$ cat src/rtl/lcd_pkg.sv
// Shared constants and FSM state type for the LCD text path.
// Font cell sizes, panel defaults and the text-walker state encoding.
package lcd_pkg;

  localparam int FONT16_W = 8;
  localparam int FONT16_H = 16;
  localparam int FONT12_W = 6;
  localparam int FONT12_H = 12;

  localparam logic [6:0] ASCII_LF = 7'h0A;

  localparam int PANEL_W = 240;
  localparam int PANEL_H = 320;

  typedef enum logic [2:0] {
    ST_IDLE  = 3'd0,
    ST_RD    = 3'd1,
    ST_CHK   = 3'd2,
    ST_ISSUE = 3'd3,
    ST_WAIT  = 3'd4,
    ST_DONE  = 3'd5
  } state_e;

endpackage

$ cat src/rtl/lcd_text_ram.sv
// Text buffer: DEPTH x 7 simple dual-port RAM, one write port, registered read.
// Read data updates only on rd_en; a same-cycle write to the read address returns old data.
module lcd_text_ram #(
  parameter int DEPTH = 32,
  parameter int AW    = $clog2(DEPTH)
) (
  input  logic          clk,
  input  logic          wr_en,
  input  logic [AW-1:0] wr_addr,
  input  logic [6:0]    wr_data,
  input  logic          rd_en,
  input  logic [AW-1:0] rd_addr,
  output logic [6:0]    rd_data
);

  logic [6:0] mem_q [DEPTH];
  logic [6:0] rd_data_q;

  always_ff @(posedge clk) begin
    if (wr_en) mem_q[wr_addr] <= wr_data;
    if (rd_en) rd_data_q <= mem_q[rd_addr];
  end

  assign rd_data = rd_data_q;

endmodule

$ cat src/rtl/lcd_text_ctrl.sv
// Walks the text buffer and hands one character at a time to the char-draw engine,
// tracking the pixel cursor by accumulation with wrap, newline and bottom truncation.
module lcd_text_ctrl
  import lcd_pkg::*;
#(
  parameter int MAX_CHARS = 32,
  parameter int FONT_SEL  = 1,
  parameter int SCREEN_W  = PANEL_W,
  parameter int SCREEN_H  = PANEL_H,
  parameter int ORIGIN_X  = 0,
  parameter int ORIGIN_Y  = 0
) (
  input  logic                         sys_clk,
  input  logic                         sys_rst,
  input  logic                         init_done,
  input  logic                         wr_en,
  input  logic [$clog2(MAX_CHARS)-1:0] wr_addr,
  input  logic [6:0]                   wr_data,
  input  logic [$clog2(MAX_CHARS):0]   str_len,
  input  logic                         refresh_req,
  input  logic                         show_char_done,
  output logic                         en_size,
  output logic                         show_char_flag,
  output logic [6:0]                   ascii_num,
  output logic [8:0]                   start_x,
  output logic [8:0]                   start_y,
  output logic                         busy,
  output logic                         pass_done
);

  localparam int AW = $clog2(MAX_CHARS);
  localparam int FW = (FONT_SEL != 0) ? FONT16_W : FONT12_W;
  localparam int FH = (FONT_SEL != 0) ? FONT16_H : FONT12_H;

  localparam logic [9:0]  FW10   = 10'(FW);
  localparam logic [9:0]  FH10   = 10'(FH);
  localparam logic [9:0]  SW10   = 10'(SCREEN_W);
  localparam logic [9:0]  SH10   = 10'(SCREEN_H);
  localparam logic [9:0]  OX10   = 10'(ORIGIN_X);
  localparam logic [9:0]  OY10   = 10'(ORIGIN_Y);
  localparam logic [AW:0] MAXLEN = (AW+1)'(MAX_CHARS);

  state_e      state_q, state_d;
  logic [AW:0] idx_q, idx_d;
  logic [9:0]  cx_q, cx_d, cy_q, cy_d;
  logic        pend_q, pend_d;
  logic        init_q;
  logic [6:0]  ascii_q, ascii_d;
  logic [8:0]  sx_q, sx_d, sy_q, sy_d;

  logic [AW:0] eff_len;
  logic        trig;
  logic        rd_en;
  logic [6:0]  rd_data;

  assign eff_len = (str_len > MAXLEN) ? MAXLEN : str_len;
  assign trig    = init_done && (!init_q || refresh_req);
  assign rd_en   = (state_q == ST_RD) && (idx_q != eff_len);

  lcd_text_ram #(
    .DEPTH (MAX_CHARS),
    .AW    (AW)
  ) u_ram (
    .clk     (sys_clk),
    .wr_en   (wr_en),
    .wr_addr (wr_addr),
    .wr_data (wr_data),
    .rd_en   (rd_en),
    .rd_addr (idx_q[AW-1:0]),
    .rd_data (rd_data)
  );

  always_comb begin
    state_d = state_q;
    idx_d   = idx_q;
    cx_d    = cx_q;
    cy_d    = cy_q;
    pend_d  = pend_q;
    ascii_d = ascii_q;
    sx_d    = sx_q;
    sy_d    = sy_q;

    if (busy && trig) pend_d = 1'b1;

    case (state_q)
      ST_IDLE: begin
        if (trig) begin
          idx_d   = '0;
          cx_d    = OX10;
          cy_d    = OY10;
          pend_d  = 1'b0;
          state_d = ST_RD;
        end
      end
      ST_RD: state_d = (idx_q == eff_len) ? ST_DONE : ST_CHK;
      ST_CHK: begin
        // Wrap leaves us in CHK so the row check sees the new cursor next cycle.
        if (rd_data == ASCII_LF) begin
          cx_d    = OX10;
          cy_d    = cy_q + FH10;
          idx_d   = idx_q + (AW+1)'(1);
          state_d = ST_RD;
        end else if (cx_q + FW10 > SW10) begin
          cx_d = OX10;
          cy_d = cy_q + FH10;
        end else if (cy_q + FH10 > SH10) begin
          state_d = ST_DONE;
        end else begin
          ascii_d = rd_data;
          sx_d    = cx_q[8:0];
          sy_d    = cy_q[8:0];
          state_d = ST_ISSUE;
        end
      end
      ST_ISSUE: state_d = ST_WAIT;
      ST_WAIT: begin
        if (show_char_done) begin
          cx_d    = cx_q + FW10;
          idx_d   = idx_q + (AW+1)'(1);
          state_d = ST_RD;
        end
      end
      ST_DONE: begin
        if (pend_q || trig) begin
          idx_d   = '0;
          cx_d    = OX10;
          cy_d    = OY10;
          pend_d  = 1'b0;
          state_d = ST_RD;
        end else begin
          state_d = ST_IDLE;
        end
      end
      default: state_d = ST_IDLE;
    endcase

    // Losing the panel abandons the pass outright: no pass_done, nothing queued.
    if (!init_done) begin
      state_d = ST_IDLE;
      pend_d  = 1'b0;
      ascii_d = '0;
      sx_d    = '0;
      sy_d    = '0;
    end
  end

  always_ff @(posedge sys_clk) begin
    if (sys_rst) begin
      state_q <= ST_IDLE;
      idx_q   <= '0;
      cx_q    <= '0;
      cy_q    <= '0;
      pend_q  <= 1'b0;
      init_q  <= 1'b0;
      ascii_q <= '0;
      sx_q    <= '0;
      sy_q    <= '0;
    end else begin
      state_q <= state_d;
      idx_q   <= idx_d;
      cx_q    <= cx_d;
      cy_q    <= cy_d;
      pend_q  <= pend_d;
      init_q  <= init_done;
      ascii_q <= ascii_d;
      sx_q    <= sx_d;
      sy_q    <= sy_d;
    end
  end

  assign en_size        = (FONT_SEL != 0);
  assign show_char_flag = (state_q == ST_ISSUE);
  assign pass_done      = (state_q == ST_DONE);
  assign busy           = (state_q == ST_RD) || (state_q == ST_CHK) ||
                          (state_q == ST_ISSUE) || (state_q == ST_WAIT);
  assign ascii_num      = ascii_q;
  assign start_x        = sx_q;
  assign start_y        = sy_q;

endmodule
$ cat config.mk
export PLATFORM = sky130hd
export DESIGN_NAME = lcd_text_ctrl
export DESIGN_NICKNAME = d
export VERILOG_FILES = /design/src/rtl/lcd_pkg.sv /design/src/rtl/lcd_text_ram.sv /design/src/rtl/lcd_text_ctrl.sv
export SDC_FILE = /design/constraint.sdc
export NUM_CORES = 1
export LEC_CHECK = 0
export ABC_CLOCK_PERIOD_IN_PS = 2700
export CORE_ASPECT_RATIO = 0.9
export CORE_UTILIZATION = 30
export DETAILED_ROUTE_END_ITERATION = 8
export GPL_TIMING_DRIVEN = 0
export PLACE_DENSITY = 0.51
export RECOVER_POWER = 50
export SYNTH_ARGS = -nofsm -noshare
export SYNTH_HDL_FRONTEND = slang
export SYNTH_HIERARCHICAL = 1
export SYNTH_SLANG_ARGS = --single-unit
$ cat constraint.sdc
create_clock -name sys_clk -period 2.7 [get_ports sys_clk]
set_input_delay 0.675 -clock sys_clk [delete_from_list [all_inputs] [get_ports sys_clk]]
set_output_delay 0.675 -clock sys_clk [all_outputs]
set_load 0.01 [all_outputs]
-- Word-level counts from Yosys, hierarchy flattened
Memories as Yosys holds them, arrays and structs flattened. A register that Yosys moved wholly into a read port is not among the register bits.
Index checks and enable logic that the tools add are counted.
- mux-type cells: 29
- bitwise operators: 4
- equal/unequal tests: 14
- magnitude comparators: 3
- $add $sub $neg: 3
- reductions and logical operators: 18
- operator list (cell ; number):
    two-way mux 10 bit ; 7
    one-hot mux 10 bit (4 select lines) ; 1
    two-way mux 6 bit ; 5
    one-hot mux 10 bit (3 select lines) ; 1
    one-hot mux 6 bit (4 select lines) ; 1
    two-way mux 3 bit ; 6
    one-hot mux 3 bit (6 select lines) ; 1
    adder 10 x 4 -> 10 bit, second input constant ; 1
    adder 10 x 5 -> 10 bit, second input constant ; 1
    > comparator 10 x 8 -> 1 bit, second input constant ; 1
    > comparator 10 x 9 -> 1 bit, second input constant ; 1
    AND reduction 5 bit ; 2
    AND reduction 4 bit ; 2
    equality test 7 x 4 -> 1 bit, second input constant ; 1
    adder 6 x 1 -> 6 bit, second input constant ; 1
    equality test 3 x 2 -> 1 bit, second input constant ; 2
    equality test 3 bit, second input constant ; 2
    equality test 6 bit ; 1
    > comparator 6 bit, second input constant ; 1
    two-way mux 1 bit ; 6
    != test 2 bit, second input constant ; 3
    != test 3 bit, second input constant ; 2
    != test 6 bit ; 1
    logical OR 1 bit ; 5
    other kinds (11) ; 16
- memories: 1
- bits of input ports: 24
- output and inout port bits: 29
- logic and storage cells: 81
- bits in writable memories: 224
- register bits after elaboration: 56
- memory list (name ; words ; bits a word ; read ports ; clocked after Yosys merged registers in ; write ports ; RTL line ; text):
    u_ram.mem_q ; 32 ; 7 ; 1 ; 1 ; 1 ; lcd_text_ram.sv:16 ; logic [6:0] mem_q [DEPTH];

-- Depth between registers and ports, before layout
Gate-level depths: netlist (run 1).
- depth after elaboration: 8
- gate-level depth with buffers: 8
- gate-level depth less buffers: 7

-- Cells and area by module
Netlist (run 1), hierarchy kept.
- by module, submodules not included (module ; instances ; cells each ; sequential area each (um2) ; area each (um2)):
    lcd_text_ram ; 1 ; 370 ; 6936.7 ; 8903.5
    lcd_text_ctrl ; 1 ; 281 ; 840.8 ; 2260.9

-- Worst setup path before layout (run 1)
OpenSTA, ideal clock, no wires.
- path type: reg2reg
- start: register idx_q[2]
- end: register u_ram.rd_data_q[0] (netlist: u_ram/rd_data[0]), read port of u_ram.mem_q, data pin
- required time: 2.440 ns
- path buffers: 2
- clock period less this slack: 2.411 ns
- library setup time: 0.260 ns
- path slack: 0.289 ns
- stages on the path, launching flop included: 6
- arrival: 2.151 ns
- cells stage by stage: dfxtp_1 clkbuf_1 buf_1 mux4_2 mux4_2 mux2_2
- longest elaborated chain between the ends: 2
- ends and longest elaborated chain (what ; RTL line ; text):
    from (decl) ; lcd_text_ctrl.sv:44 ; logic [AW:0] idx_q, idx_d;
    from (signal assigned) ; lcd_text_ctrl.sv:160 ; idx_q <= idx_d;
    != test 6 bit ; lcd_text_ctrl.sv:58 ; assign rd_en = (state_q == ST_RD) && (idx_q != eff_len);
    logical AND 1 bit ; lcd_text_ctrl.sv:58 ;
    to (decl) ; lcd_text_ram.sv:17 ; logic [6:0] rd_data_q;
Several ways; a longest one is shown, not always the timed one.
A chain may end at the register's enable or synchronous reset.

-- Worst setup path in the final report (run 1)
- start: register idx_q[2]
- end: register u_ram.rd_data_q[3] (netlist: u_ram/rd_data[3]), read port of u_ram.mem_q, data pin
Same word-level chain as after synthesis.

==> impl_metrics.json, run 1 <==
{
  "outcome": "finished, final reports clean",
  "first_pass_iters": 5,
  "worst_pin_slew_ns": 1.334,
  "synth_area_um2": 11160,
  "die_area_um2": 37990,
  "yosys.area.top_type": "edfxtp_1",
  "synthDistinctLibCells": 59,
  "wirelength_um": 24710,
  "placed_area_um2": 12220,
  "maxCapViolations": 0,
  "endpoint_kind": "flip-flop",
  "hold_ws_ns": 0.4649,
  "area_delta_synth_final_pct": 17.51,
  "critical_path.cell_chain": "buf_2 -> buf_4 -> mux4_2 -> mux4_2 -> mux2_2",
  "clock_skew_ns": 0.02498,
  "cts_setup_buffers": 0,
  "antenna_found_initial": 1,
  "cts_tree": "yes",
  "nets": 758,
  "io_buffer_count": 44,
  "wire_per_inst_um": 20.14,
  "total_power_mw": 8.883,
  "place.gp.congestion": 0.7682,
  "yosys_warnings": 6,
  "tns_ns": 0,
  "final_layout_size_suffix_gt1_frac": 0.2104,
  "antenna_cells_inserted": 0,
  "grt_max_degree": 33,
  "post-place-ws_ns": -0.6690,
  "async_reset_ff_frac": 0,
  "power.leakage_nw": 4.072,
  "report.final.slew_viol_count": 0,
  "ys_seq_area_frac": 0.6966,
  "crit_family": "multiplexers",
  "cp.buffers_inverters": 2,
  "cts-root-buf": "clkbuf_16",
  "hpwlAfterDp_um": 16200,
  "setup_violations": 0,
  "synthMuxAreaShare": 0.1501,
  "syn_avg_cell_area_um2": 17.15,
  "final.fill_count": 3421,
  "fin_crit_ns": 2.632,
  "ios": 53,
  "clockBufferDepth": 3,
  "start_util": 0.3066,
  "clock_sinks": 273,
  "synthAdderAreaFrac": 0.004483,
  "cts_made_buffers": 28,
  "synth.area.top_cells": "edfxtp_1, mux4_2, dfxtp_1, nor2_1, nand3_1",
  "fmax_mhz": 379.9,
  "synthCells": 651,
  "critPathKind": "flip-flop to flip-flop",
  "synth-xor-area-share": 0.009414,
  "relSlewSlack": 0.1074,
  "clk_latency_ns": 0.57,
  "cts_resized": 14,
  "cts.clk_slew.worst_paths_ns": 0.06,
  "die_h_um": 185.0,
  "slowest_stage": "dfxtp_1",
  "rrSetupSlack_ns": 0.07,
  "final_core_util": 0.3602,
  "stdcell_area_um2": 13120,
  "viasPerCell": 4.873,
  "dp_cells": 1177,
  "path_common_cell": "mux4_2",
  "worstPathMaxFanout": 10,
  "synth-simple-area-share": 0.07554,
  "grt_usage": 0.1337,
  "grt_overflow": 0,
  "critPathLaunchType": "flip-flop",
  "ant_nets": 0,
  "drt_iter0_drc": 478,
  "arrival_ns": 2.92,
  "vias": 5979,
  "dieWidth_um": 205.3,
  "vdd_drop_max_uv": 525.6,
  "fin_ws_ns": 0.06782,
  "grt_setup_unrepaired": "false",
  "grt_pass1_wl_um": 37360,
  "powerDensity_nw_per_um2": 677.1,
  "core-area_um2": 36420,
  "ys_seq_elements": 273,
  "hold_violations": 0,
  "slowest_delay_ns": 0.52,
  "synth-compound-area-share": 0.04147,
  "hold_buffers": 0,
  "synth-main-ff-cell": "edfxtp_1",
  "rows": 66,
  "final_cell_mix": "edfxtp_1, mux4_2, nor2_1",
  "cts_max_level": 1,
  "synth_edf_count": 231,
  "final_cells": 1227,
  "required_ns": 2.99,
  "yosysTopAreaCellShare": 0.6213,
  "mostFrequentLayoutCell": "edfxtp_1",
  "hold_class": "flip-flop to flip-flop",
  "post-route-period-util": 0.9749,
  "grt_pass1_vias": 5819,
  "synth_top_family_by_area": "multiplexers",
  "drcViolationCount": 0
}
cell families (layout without fill, tap and decap cells):
family / Yosys count / after routing
muxes: 79 / 79
xor gates and xnor gates: 12 / 12
other: 2 / 8
adders and majority gates: 4 / 4
and+or+nand+nor: 171 / 171
AOI/OAI and AO/OA: 67 / 67
DFF: 273 / 273
buffers and inverters: 43 / 137
synthesized netlist by cell type, types with 2 or more instances:
master and n:
mux2i_1 2, ha_1 4, a21oi_1 13, or3b_2 4, mux2_2 7, buf_6 5
conb_1 2, o2111ai_1 2, buf_1 5, nand4_1 2, a21o_1 4, nand3b_1 6
buf_2 4, nand2_1 34, inv_1 2, buf_4 10, a31oi_1 5, and2_1 2
xor2_1 3, or3_1 6, edfxtp_1 231, dfxtp_1 42, nand3_1 35, nor2_1 52
o221ai_1 2, nand2b_1 4, mux4_2 70, nor3_1 5, xnor2_1 9, nor2b_1 5
clkbuf_1 16, nor4b_1 2, o21ai_0 25, and3_1 6
flip-flops by register name, summed over array words and instances (netlist names):
signal and count:
cy_q 6, u_ram/mem_q 224, cx_q 7, start_y 5
idx_q 6, u_ram/rd_data 7, pend_q 1, start_x 6
init_q 1, state_q 3, ascii_num 7
metal layers:
layer  global-route usage  share of wire
met1               0.1973           0.47
met2               0.2001           0.44
met3              0.02639          0.057
met4              0.03467          0.024
met5                    0              0
cell type report:
class	instances	area [um2]	area share
flip-flops and latches	273	7781	0.5931
clock buffers	32	715.7	0.05455
plain buffers	39	245.2	0.01869
well taps	476	595.6	0.04540
multi-input cells	341	3169	0.2416
repair buffers	45	444.2	0.03386
clock inverters	19	160.2	0.01221
inverters	2	7.507	0.0005722
worst register-to-register path: stages, from the launching register on:
cell and delay [ns]:
dfxtp_1 0.52, buf_2 0.34, buf_4 0.31, mux4_2 0.39, mux4_2 0.51, mux2_2 0.31
where the power goes:
group | leakage (nW) | internal [mW] | switching [mW]
clock network | 0.429 | 2.09 | 1.61
logic | 1.22 | 0.238 | 0.293
registers | 2.42 | 4.62 | 0.0231
total | 4.07 | 6.95 | 1.93
final timing paths:
| check | from | end | depth (start not counted) |
|---|---|---|---|
| setup / recovery | idx_q[2] | u_ram/rd_data[3] | 5 |
| hold / removal | start_x[3] | start_x[3] | 2 |
| setup reg to reg | idx_q[2] | u_ram/rd_data[3] | 5 |
| hold reg to reg | start_x[3] | start_x[3] | 2 |
No activity file was read; power rests on OpenSTA's default activity.
==> inputs of run 2 (changes only) <==
- SKIP_CTS_REPAIR_TIMING: not set -> 1
==> run 2 against run 1 <==
Core utilization barely moved. Routed wire length about the same. Critical path depth down 2. Worst hold slack better by 0.0019 ns. Critical path type is now flip-flop to output pin. Highest routed layer unchanged.
==> impl_metrics.json, run 2 (same netlist as run 1, synthesis figures left out) <==
{
  "first_pass_iters": 4,
  "clock_sinks": 273,
  "clock_skew_ns": 0.02373,
  "nets": 759,
  "hold_class": "flip-flop to flip-flop",
  "vdd_drop_max_uv": 523.8,
  "grt_pass1_wl_um": 37390,
  "cts-root-buf": "clkbuf_16",
  "rows": 66,
  "dieWidth_um": 205.3,
  "critPathLaunchType": "flip-flop",
  "cts_tree": "yes",
  "r2r_start": "idx_q[2]",
  "drcViolationCount": 0,
  "placed_area_um2": 12220,
  "vias": 5972,
  "antenna_cells_inserted": 0,
  "final.fill_count": 3417,
  "antenna_found_initial": 1,
  "critPathKind": "flip-flop to output pin",
  "wire_per_inst_um": 20.13,
  "largest_reg_flops": 224,
  "powerDensity_nw_per_um2": 676.4,
  "hpwlAfterDp_um": 16200,
  "outcome": "finished, final reports clean",
  "clk_latency_ns": 0.57,
  "r2r-end": "u_ram/rd_data[3]",
  "p_clk_frac": 0.417,
  "hold_violations": 0,
  "post-route-period-util": 0.9742,
  "switching_share": 0.2166,
  "power.leakage_nw": 4.091,
  "maxCapViolations": 0,
  "grt_pass1_vias": 5832,
  "regMostFlops": "u_ram/mem_q",
  "start_util": 0.3066,
  "clockBufferDepth": 3,
  "worstPathMaxFanout": 10,
  "endpoint_kind": "output pin",
  "worst_pin_slew_ns": 1.331,
  "cts_max_level": 1,
  "ant_nets": 0,
  "hold_ws_ns": 0.4667,
  "arrival_ns": 1.96,
  "grt_max_degree": 33,
  "stdcell_area_um2": 13120,
  "power_frac_comb": 0.060,
  "ios": 53,
  "multi_input_area_um2": 3169,
  "place.gp.congestion": 0.7682,
  "holdCritStartpoint": "start_x[3]",
  "drt_iter0_drc": 470,
  "startpoint": "state_q[0]",
  "seqPwrFrac": 0.523,
  "viasPerCell": 4.863,
  "mostFrequentLayoutCell": "edfxtp_1",
  "cts.clk_slew.worst_paths_ns": 0.06,
  "grt_usage": 0.1339,
  "final_cell_mix": "edfxtp_1, mux4_2, nor2_1",
  "core-area_um2": 36420,
  "p_switching_mw": 1.922,
  "setup_violations": 0,
  "total_power_mw": 8.876,
  "seqCellArea_um2": 7779,
  "area_delta_synth_final_pct": 17.55,
  "report.final.slew_viol_count": 0,
  "hold_end": "start_x[3]",
  "rrSetupSlack_ns": 0.07,
  "die_area_um2": 37990,
  "required_ns": 2.03,
  "die_h_um": 185.0,
  "fin_crit_ns": 2.630,
  "relSlewSlack": 0.1099,
  "intPower_mw": 6.954,
  "wirelength_um": 24720,
  "cts_made_buffers": 28,
  "holdPathStages": 2,
  "grt_overflow": 0,
  "final_layout_size_suffix_gt1_frac": 0.2088,
  "fmax_mhz": 380.2,
  "io_buffer_count": 44,
  "rr_worst_depth": 5,
  "final_core_util": 0.3604
}
[run 2: metrics by stage]
| step | setup TNS, ns | std cells | setup WS [ns] |
|---|---|---|---|
| final | 0 | 1228 | 0.06961 |
| after CTS | -4.702 | 1228 | -0.6794 |
| after global routing | -0.009688 | 1228 | -0.009688 |
| after floorplan | 0 | 657 | 0.2894 |
| after detailed placement | -27.01 | 1177 | -0.6690 |
| after global placement | -26.91 | 1177 | -0.6990 |
[run 2: power by group through the flow]
stage / Clock (mW) / Sequential [mW] / Combinational [mW]
2_1_floorplan: 0 / 4.73 / 0.333
3_3_place_gp: 0 / 4.74 / 0.544
3_5_place_dp: 0 / 4.74 / 0.545
4_1_cts: 3.81 / 4.65 / 0.546
5_1_grt: 3.96 / 4.65 / 0.581
6_report: 3.70 / 4.65 / 0.533
[run 2: worst max-delay path by stage]
stage / slack (ns) / endpoint / cells after the start
3_5_place_dp: -0.67 / u_ram/rd_data[3] / 5
2_1_floorplan: 0.29 / u_ram/rd_data[0] / 5
6_report: 0.07 / show_char_flag / 3
3_3_place_gp: -0.70 / u_ram/rd_data[3] / 5
5_1_grt: -0.01 / show_char_flag / 3
4_1_cts: -0.68 / u_ram/rd_data[3] / 5
[run 2: area by class of cell]
| cell class | count | share of cell area |
|---|---|---|
| Sequential cell | 273 | 0.5927 |
| Multi-Input combinational cell | 341 | 0.2415 |
| Clock buffer | 32 | 0.05453 |
| Tap cell | 476 | 0.04538 |
| Timing Repair Buffer | 45 | 0.03404 |
| Buffer | 40 | 0.01907 |
| Clock inverter | 19 | 0.01220 |
| Inverter | 2 | 0.0005720 |
[run 2: metal layers]
metal / global-route usage / vias up / wire [um] / share of wire
li1: - / 2738 / - / -
met1: 0.1977 / 3045 / 11900 / 0.48
met2: 0.2003 / 159 / 10950 / 0.44
met3: 0.02639 / 30 / 1283 / 0.052
met4: 0.03467 / 0 / 585 / 0.024
met5: 0 / - / 0 / 0
[run 2: critical path, cell delays in order, from the launching register on]
cell,delay (ns)
dfxtp_1,0.40
clkbuf_4,0.23
and3_1,0.22
clkdlybuf4s50_1,0.55
==> inputs of run 3 (changes only) <==
- ABC_AREA: not set -> 1
==> run 3 against run 2 <==
The run now ends with capacitance limit, slew limit left. Largest cell class unchanged. Global-route usage rose by 2.5 points. Sequential share of layout area fell by 3.3 points. Flip-flop and latch count did not move. Critical endpoint unchanged. Total power rose by 14%.
==> impl_metrics.json, run 3 <==
{
  "grt_setup_unrepaired": "false",
  "regMostFlops": "u_ram/mem_q",
  "critical_path.cell_chain": "inv_2 -> nand2_1 -> nor2_1 -> clkdlybuf4s50_1",
  "arrival_ns": 1.79,
  "maxCapViolations": 6,
  "intPower_mw": 7.393,
  "yosys_warnings": 6,
  "async_reset_ff_frac": 0,
  "p_switching_mw": 2.719,
  "post-place-ws_ns": -0.1986,
  "hold_violations": 0,
  "seqPwrFrac": 0.470,
  "powerDensity_nw_per_um2": 727.8,
  "slowest_stage": "clkdlybuf4s50_1",
  "largest_reg_flops": 224,
  "worst_pin_slew_ns": 1.954,
  "ios": 53,
  "drcViolationCount": 0,
  "r2r-end": "ascii_num[4]",
  "start_util": 0.3073,
  "vdd_drop_max_uv": 405.0,
  "placed_area_um2": 13000,
  "cts_tree": "yes",
  "rows": 68,
  "switching_share": 0.2689,
  "synth_edf_count": 231,
  "slowest_delay_ns": 0.57,
  "cts_max_level": 1,
  "relSlewSlack": -0.3028,
  "stdcell_area_um2": 13890,
  "cp.buffers_inverters": 2,
  "final_cells": 1816,
  "die_area_um2": 40460,
  "fin_ws_ns": 0.2326,
  "grt_overflow": 0,
  "final_core_util": 0.3589,
  "die_h_um": 190.9,
  "viasPerCell": 4.621,
  "cts-root-buf": "clkbuf_16",
  "yosysTopAreaCellShare": 0.5831,
  "required_ns": 2.03,
  "synth-main-ff-cell": "edfxtp_1",
  "post-route-period-util": 0.9139,
  "rr_worst_depth": 13,
  "report.final.slew_viol_count": 198,
  "power_frac_comb": 0.143,
  "ant_nets": 0,
  "crit_family": "buffers and inverters",
  "synthCells": 1188,
  "nets": 1297,
  "endpoint_kind": "output pin",
  "wirelength_um": 31630,
  "holdCritStartpoint": "pend_q",
  "outcome": "complete, but fails checks",
  "dp_cells": 1763,
  "first_pass_iters": 5,
  "core-area_um2": 38710,
  "vias": 8391,
  "critPathLaunchType": "flip-flop",
  "synth_area_um2": 11900,
  "hold_end": "pend_q",
  "worstPathMaxFanout": 7,
  "holdPathStages": 2,
  "hpwlAfterDp_um": 21130,
  "grt_usage": 0.1594,
  "critPathKind": "flip-flop to output pin",
  "syn_avg_cell_area_um2": 10.01,
  "grt_pass1_wl_um": 48370,
  "grt_max_degree": 33,
  "drt_iter0_drc": 800,
  "yosysMostFrequentCell": "nand2_1",
  "clockBufferDepth": 3,
  "dieWidth_um": 211.9,
  "violations": "capacitance limit, slew limit",
  "fin_crit_ns": 2.467,
  "synthTopCellsByCount": "nand2_1, edfxtp_1, nand3_1",
  "clock_skew_ns": 0.03619,
  "area_delta_synth_final_pct": 16.80,
  "clk_latency_ns": 0.59,
  "antenna_cells_inserted": 0,
  "clock_sinks": 273,
  "yosys.area.top_type": "edfxtp_1",
  "rrSetupSlack_ns": 0.45,
  "synth.area.top_cells": "edfxtp_1, nand2_1, nand3_1, dfxtp_1, nor2_1",
  "place.gp.congestion": 0.8599,
  "tns_ns": 0,
  "cts.clk_slew.worst_paths_ns": 0.06,
  "synthDistinctLibCells": 34,
  "final_cell_mix": "nand2_1, edfxtp_1, nand3_1",
  "wire_per_inst_um": 17.42,
  "hold_ws_ns": 0.4783,
  "mostFrequentLayoutCell": "nand2_1",
  "p_clk_frac": 0.387,
  "fmax_mhz": 405.3,
  "total_power_mw": 10.11,
  "ys_seq_area_frac": 0.6538,
  "grt_pass1_vias": 7923,
  "ys_seq_elements": 273,
  "hold_class": "flip-flop to flip-flop",
  "setup_violations": 0,
  "antenna_found_initial": 0,
  "cts_made_buffers": 29,
  "r2r_start": "cx_q[3]",
  "power.leakage_nw": 5.356,
  "final_layout_size_suffix_gt1_frac": 0.08598,
  "io_buffer_count": 44
}
## run 3: cell count changes after synthesis, sizes merged, moves of 13 or more
cell    previous run  this run
nand2             34       398
nand4              2        16
nor2              53       124
buf               24        56
clkbuf            17         4
mux4              70         0
nand3             35       198
inv                2        63
## run 3: routing by layer
| layer | vias to the layer above | wire length [um] | track usage |
|---|---|---|---|
| li1 | 4164 | - | - |
| met4 | 0 | 664 | 0.03707 |
| met5 | - | 0 | 0 |
| met1 | 3958 | 16040 | 0.2493 |
| met3 | 43 | 1619 | 0.02070 |
| met2 | 226 | 13300 | 0.2301 |
## run 3: kinds of logic after synthesis
family | after synthesis | synth area share
xor+xnor | 5 | 0.003682
flops | 273 | 0.6538
other cells | 2 | 0.0006313
fa+ha+maj | 4 | 0.004207
simple gates | 746 | 0.2671
compound gates | 35 | 0.01525
buf+inv | 123 | 0.05532
## run 3: worst reg2reg max path, stage by stage, from the launching register on
cell and delay [ns]:
dfxtp_1 0.47, ha_1 0.22, nand2_1 0.10, nor2_1 0.20
nand2_1 0.07, nand2_1 0.06, nand2_1 0.07, inv_1 0.08
nand3_1 0.21, nor2_8 0.27, inv_6 0.09, buf_6 0.15
nor2_1 0.11, nor2_1 0.06
## run 3: power groups by stage
stage | combinational [mW] | clock, mW | sequential, mW
final | 1.44 | 3.92 | 4.75
after global routing | 1.62 | 4.16 | 4.76
after CTS | 1.45 | 4.01 | 4.75
after detailed placement | 1.45 | 0 | 4.84
after global placement | 1.45 | 0 | 4.84
after floorplan | 0.950 | 0 | 4.81
## run 3: how the worst max path moves through the flow
stage / startpoint / to / slack, ns / depth (start not counted)
final: state_q[2] / show_char_flag / 0.23 / 4
after global routing: cx_q[3] / start_x[6] / 0.14 / 13
after CTS: state_q[1] / busy / -0.19 / 5
after detailed placement: wr_en / u_ram/mem_q[3][3] / -0.20 / 3
after global placement: wr_en / u_ram/mem_q[3][2] / -0.19 / 3
after floorplan: init_done / idx_q[3] / 0.84 / 11
## run 3: cell type report
cell class,instances,area [um2]
plain buffers,60,410.4
clock buffers,36,752.0
clock inverters,17,168.9
fillers,3918,24820
inverters,63,246.5
multi-input cells,798,3473
flip-flops and latches,273,7781
well taps,525,656.9
repair buffers,44,405.4
